<file path="src/rtl/riscv_pkg.sv">
// Shared RISC-V pipeline definitions: instruction field positions, forward-select
// encodings and the shadow-stage records used by the hazard unit.
package riscv_pkg;

    localparam int unsigned REG_AW  = 5;
    localparam int unsigned RD_LSB  = 7;
    localparam int unsigned RS1_LSB = 15;
    localparam int unsigned RS2_LSB = 20;

    localparam logic [1:0] FWD_REG = 2'b00;
    localparam logic [1:0] FWD_WB  = 2'b01;
    localparam logic [1:0] FWD_MEM = 2'b10;

    typedef logic [REG_AW-1:0] reg_addr_t;

    typedef struct packed {
        reg_addr_t rs1;
        reg_addr_t rs2;
        reg_addr_t rd;
        logic      we;
        logic      m2r;
    } ex_stage_t;

    typedef struct packed {
        reg_addr_t rd;
        logic      we;
        logic      m2r;
    } mem_stage_t;

    typedef struct packed {
        reg_addr_t rd;
        logic      we;
    } wb_stage_t;

endpackage

</file>
<file path="src/rtl/fwd_select.sv">
// ALU operand forward select: MEM producer beats WB producer; x0 never forwards.
module fwd_select
    import riscv_pkg::*;
(
    input  reg_addr_t  rs_i,
    input  reg_addr_t  mem_rd_i,
    input  logic       mem_we_i,
    input  reg_addr_t  wb_rd_i,
    input  logic       wb_we_i,
    output logic [1:0] sel_o
);

    always_comb begin
        sel_o = FWD_REG;
        if (mem_we_i && (mem_rd_i != '0) && (mem_rd_i == rs_i)) begin
            sel_o = FWD_MEM;
        end else if (wb_we_i && (wb_rd_i != '0) && (wb_rd_i == rs_i)) begin
            sel_o = FWD_WB;
        end
    end

endmodule

</file>
<file path="src/rtl/hazard_forward_unit.sv">
// Pipeline hazard detection and forwarding control. Tracks EX/MEM/WB destination
// info in shadow registers and derives stalls, flushes and forward selects.
module hazard_forward_unit
    import riscv_pkg::*;
#(
    parameter int unsigned XLEN = 32
) (
    input  logic        clk,
    input  logic        rst_n,
    input  logic [31:0] id_instruction_i,
    input  logic        id_valid_i,
    input  logic        id_rd_we_i,
    input  logic        id_mem_to_reg_i,
    input  logic        id_branch_i,
    input  logic        id_uses_rs1_i,
    input  logic        id_uses_rs2_i,
    input  logic        branch_condition_i,
    output logic        pc_en_o,
    output logic        if_id_en_o,
    output logic        if_id_flush_o,
    output logic        id_ex_flush_o,
    output logic [1:0]  alu_forward_a_o,
    output logic [1:0]  alu_forward_b_o,
    output logic        branch_forward_a_o,
    output logic        branch_forward_b_o
);

    if (XLEN < 32) begin : g_xlen_too_small
        $error("hazard_forward_unit: XLEN must be at least 32");
    end

    ex_stage_t  ex_q, ex_d;
    mem_stage_t mem_q;
    wb_stage_t  wb_q;

    reg_addr_t  id_rs1, id_rs2, id_rd;
    logic       ex_hit, mem_hit, stall;
    logic [1:0] fwd_a, fwd_b;
    logic       unused_ins;

    assign id_rs1 = id_instruction_i[RS1_LSB +: REG_AW];
    assign id_rs2 = id_instruction_i[RS2_LSB +: REG_AW];
    assign id_rd  = id_instruction_i[RD_LSB +: REG_AW];
    assign unused_ins = ^{id_instruction_i[31:25], id_instruction_i[14:12],
                          id_instruction_i[6:0]};

    // A used ID source register matches a live (non-x0) producer in EX / MEM.
    assign ex_hit = ex_q.we && (ex_q.rd != '0) &&
                    ((id_uses_rs1_i && (ex_q.rd == id_rs1)) ||
                     (id_uses_rs2_i && (ex_q.rd == id_rs2)));
    assign mem_hit = mem_q.we && (mem_q.rd != '0) &&
                     ((id_uses_rs1_i && (mem_q.rd == id_rs1)) ||
                      (id_uses_rs2_i && (mem_q.rd == id_rs2)));

    // Held low while rst_n is low so outputs sit at their idle values during reset.
    assign stall = rst_n && id_valid_i &&
                   ((ex_hit && ex_q.m2r) ||
                    (id_branch_i && ex_hit) ||
                    (id_branch_i && mem_hit && mem_q.m2r));

    always_comb begin
        ex_d = '0;
        if (id_valid_i && !stall) begin
            ex_d = '{rs1: id_rs1, rs2: id_rs2, rd: id_rd,
                     we: id_rd_we_i, m2r: id_mem_to_reg_i};
        end
    end

    always_ff @(posedge clk) begin
        if (!rst_n) begin
            ex_q  <= '0;
            mem_q <= '0;
            wb_q  <= '0;
        end else begin
            ex_q  <= ex_d;
            mem_q <= '{rd: ex_q.rd, we: ex_q.we, m2r: ex_q.m2r};
            wb_q  <= '{rd: mem_q.rd, we: mem_q.we};
        end
    end

    fwd_select u_fwd_a (
        .rs_i     (ex_q.rs1),
        .mem_rd_i (mem_q.rd),
        .mem_we_i (mem_q.we),
        .wb_rd_i  (wb_q.rd),
        .wb_we_i  (wb_q.we),
        .sel_o    (fwd_a)
    );

    fwd_select u_fwd_b (
        .rs_i     (ex_q.rs2),
        .mem_rd_i (mem_q.rd),
        .mem_we_i (mem_q.we),
        .wb_rd_i  (wb_q.rd),
        .wb_we_i  (wb_q.we),
        .sel_o    (fwd_b)
    );

    always_comb begin
        pc_en_o            = !stall;
        if_id_en_o         = !stall;
        id_ex_flush_o      = stall;
        if_id_flush_o      = rst_n && id_branch_i && branch_condition_i && !stall;
        alu_forward_a_o    = rst_n ? fwd_a : FWD_REG;
        alu_forward_b_o    = rst_n ? fwd_b : FWD_REG;
        branch_forward_a_o = rst_n && id_branch_i && mem_q.we && !mem_q.m2r &&
                             (mem_q.rd != '0) && (mem_q.rd == id_rs1);
        branch_forward_b_o = rst_n && id_branch_i && mem_q.we && !mem_q.m2r &&
                             (mem_q.rd != '0) && (mem_q.rd == id_rs2);
    end

endmodule

</file>
<file path="config.mk">
export PLATFORM = sky130hd
export DESIGN_NAME = hazard_forward_unit
export DESIGN_NICKNAME = d
export VERILOG_FILES = /design/src/rtl/riscv_pkg.sv /design/src/rtl/fwd_select.sv /design/src/rtl/hazard_forward_unit.sv
export SDC_FILE = /design/constraint.sdc
export NUM_CORES = 1
export LEC_CHECK = 0
export CAP_MARGIN = 10
export CORE_MARGIN = 3
export CORE_UTILIZATION = 40
export CTS_CLUSTER_DIAMETER = 60
export DETAILED_ROUTE_END_ITERATION = 16
export MAX_ROUTING_LAYER = met4
export PLACE_DENSITY = 0.72
export SETUP_SLACK_MARGIN = 0.05
export SLEW_MARGIN = 20
export SYNTH_ARGS = -nofsm -noshare
export SYNTH_HDL_FRONTEND = slang
export SYNTH_SLANG_ARGS = --single-unit
</file>
<file path="constraint.sdc">
create_clock -name clk -period 2.3 [get_ports clk]
set_clock_uncertainty 0.1 [all_clocks]
set_input_delay 0.345 -clock clk [delete_from_list [all_inputs] [get_ports clk]]
set_output_delay 0.345 -clock clk [all_outputs]
set_load 0.1 [all_outputs]
</file>
==> metrics.md <==
| Metric | Value |
|---|---|
| Worst path required time | `between 1.5 and 2 ns` |
| Min setup slack post-route | `-0.2162 ns` |
| GR Overflow Total | `0` |
| Clock power frac | `a little under two fifths` |
| Count of final max-slew check failures | `0` |
| CTS H-tree depth | `2` |
| Max transition margin | `approximately three quarters` |
| Compound-Gate Fraction of Synth Area | `about 5.0%` |
| Avg Synthesized Cell Area | `roughly 9.1 sq um` |
| Post-synthesis mux area share | `0%` |
| Diode count | `0` |
| Proportion of layout cells with a drive suffix above 1 | `a little over a third` |
| Final Setup Violations | `10` |
| CTS Hold Bufs | `0` |
| Largest net degree at the start of global routing | `19` |
| Vias/cell | `about 4.9` |
| Routed via count | `1370` |
| Post-route DRC | `0` |
| First-pass GRT wire length | `between 6000 and 7000 um` |
| Die area | `approximately 4800 sq um` |
| Largest family of logic cells by synthesized area | `simple AND/OR/NAND/NOR gates` |
| Final hold viol count | `0` |
| Outcome | `finished, violations left` |
| Share of the synthesized area in the top cell type | `between 30 and 40%` |
| Number of flops mapped to enable cells by yosys | `0` |
| Worst-path fanout max | `3` |
| Clk root buf | `clkbuf_8` |
| Least-Margin Pin Slew | `around 0.39 ns` |
| Max Root-Sink Buffers | `2` |
| Cell mode on critical path | `o21ai_4` |
| Die Ht | `roughly 69 um` |
| GRT Util Overall | `19.37%` |
| DIE WIDTH | `69.08 um` |
| CTS tree | `built` |
| Clock Sinks | `30` |
| Top post-synthesis cells by area | `dfxtp_1 (38%), xor2_1 (13%), xnor2_1 (8.8%), and2_1 (6.7%), nor3_2 (6.3%)` |
| Sw Ratio | `25.77%` |
| Min-Delay Path Class | `in -> reg` |
| TritonCTS Buffers | `5` |
| Dpl ws | `-0.2826 ns` |
| Min Tclk post-route | `approximately 2.5 ns` |
| Core area | `roughly 3700 sq um` |
| Final Net Count | `approximately 270` |
| Seq pwr share | `a little under half` |
| Pwr per Cell Area | `roughly 470 nW/um^2` |
| Synthesized area | `1592 sq um` |
| Critical Path Start Type | `flip-flop` |
| Worst vdd ir | `around 350 uV` |
| FMAX | `about 0.40 GHz` |
| Fill count | `just over 300` |
| CP Data Arrival Time | `2.07 ns` |
| Number of placed instances, taps included | `between 200 and 300` |
| Initial core utilization | `between 40 and 50%` |
| Non-filler cells, final | `~280` |
| Final Core Density | `about 67%` |
| I/O pin cnt | `51` |
| Sequential area share after synthesis | `37.74%` |
| Tcrit/Tclk final | `109.4%` |
| Reg clk slew, reported paths | `approximately 0.06 ns` |
| Cell taking the most area after synthesis | `dfxtp_1` |
| Initial antenna violation count | `0` |
| Syn_nets | `between 200 and 250` |
| Drt initial violations | `37` |
| Synth Area in Adders | `0%` |
| Synth-to-layout area growth | `57.39%` |
| Combinational Power Share | `16.0%` |
| Row Count | `22` |
| First-pass iteration count of the detailed router | `4` |
| Lkg Pwr | `1.130 nW` |
| Cells after Synth | `between 150 and 200` |
| Pint | `a little under 0.9 mW` |
| Routed len/inst | `15.17 um` |
| Post-Synth XOR/XNOR Area | `~22%` |
| Synth top cells by count | `dfxtp_1 (30), nand2_1 (24), xor2_1 (24), and2_1 (17), xnor2_1 (16)` |
| IO buf count | `33` |
| Most frequent cell after synthesis | `dfxtp_1` |
| Critical Path End Type | `output pin` |
| Most common flop cell mapped by yosys | `dfxtp_1` |
| Sw power | `around 0.3 mW` |
| RePlAce Congestion | `~0.94` |
| CP peak stage delay | `~0.53 ns` |
| Antenna viol nets, final | `0` |
| Critical path's slowest cell | `or4_4` |
| Failing checks | `negative setup slack` |
| Setup tns final | `-1.348 ns` |
| Post-synth ARST share | `0%` |
| Post-synthesis simple-gate area fraction | `30.11%` |
| Netlist cell types | `28` |
| Ys Warns | `0` |
| Synth Register Bits | `30` |
| HPWL Detailed | `roughly 3300 um` |
| Vias in the first global route | `1513` |
| Final Total Pwr | `between 1 and 1.5 mW` |
| Crit-path cells | `or4_4 -> o21ai_4 -> nor2_4 -> a21boi_4 -> buf_6 -> o21ai_4 -> buf_12` |
| Max-Cap Viols | `0` |
| RSZ-0062 raised after global routing | `true` |
| Drt total wl | `4232 um` |
| Clk_lat worst skew | `0.29 ns` |
| WS Path Type | `reg -> out` |
-- layout by cell type, fill, tap and decap left out, types with 6 or more instances in the layout --
cell type,synthesis,final
and2_1,17,14
buf_12,1,10
buf_4,1,27
clkbuf_8,0,6
clkdlybuf4s50_1,0,14
dfxtp_1,30,29
dlymetal6s2s_1,0,7
nand2_1,24,24
nor3_1,10,8
nor3_2,10,12
xnor2_1,16,16
xor2_1,24,21
-- final cells by class --
cell class | count | area, sq um | share of cell area, %
tap | 48 | 60.06 | 2.398
clock inverter | 1 | 5.005 | 0.1998
multi-input combinational | 132 | 1092 | 43.61
timing repair buffer | 61 | 659.4 | 26.32
clock buffer | 7 | 86.33 | 3.447
sequential | 30 | 601.8 | 24.03
-- repair_timing --
item,CTS,global route
buffers inserted,4,0
setup endpoints to repair,10,10
pin swaps,10,7
resized for setup,15,13
-- path summary, 6_finish.rpt --
check | from | end | slack, ns | depth (start not counted)
setup reg to reg | mem_q[5] | ex_q[7] | 0.32 | 7
hold reg to reg | ex_q[1] | mem_q[1] | 0.37 | 1
hold / removal | id_instruction_i[21] | ex_q[8] | 0.27 | 3
setup / recovery | mem_q[5] | if_id_en_o | -0.22 | 7
-- worst max-delay path: cells and delay by family (launching register included) --
family          cells  cell delay (ns)
buf+inv             2             0.33
flops               1             0.32
compound gates      3             0.54
simple gates        2             0.59
-- registers in the layout (all words and copies together), names as in the netlist --
signal  count
ex_q       17
mem_q       7
wb_q        6
-- metrics by stage --
step / hold slack (ns) / instance area, sq um
finish: 0.2700 / 2505
detailed placement: 0.3610 / 2273
CTS: 0.3730 / 2446
global route: 0.2780 / 2505
global placement: 0.3614 / 2273
floorplan: 0.3284 / 1712
-- logic make-up (layout without fill, tap and decap cells) --
group / after synthesis / count (layout)
DFF: 30 / 30
and+or+nand+nor: 83 / 83
buffers and inverters: 13 / 69
xor gates and xnor gates: 40 / 40
AOI/OAI and AO/OA: 9 / 9
-- power by group through the flow --
stage | sequential [mW] | clock [mW] | combinational, mW
5_1_grt | 0.555 | 0.479 | 0.204
4_1_cts | 0.553 | 0.452 | 0.185
6_report | 0.553 | 0.439 | 0.189
3_5_place_dp | 0.565 | 0 | 0.178
2_1_floorplan | 0.560 | 0 | 0.0942
3_3_place_gp | 0.564 | 0 | 0.172
-- per-layer routing --
| metal | wire, um | global-route usage, % | vias up |
|---|---|---|---|
| met5 | 0 | - | - |
| met4 | 197 | 13.88 | 0 |
| met3 | 201 | 5.394 | 19 |
| met2 | 2292 | 33.58 | 43 |
| met1 | 1540 | 18.21 | 622 |
| li1 | - | - | 686 |
Note: power is estimated with default switching activity, not from simulation.
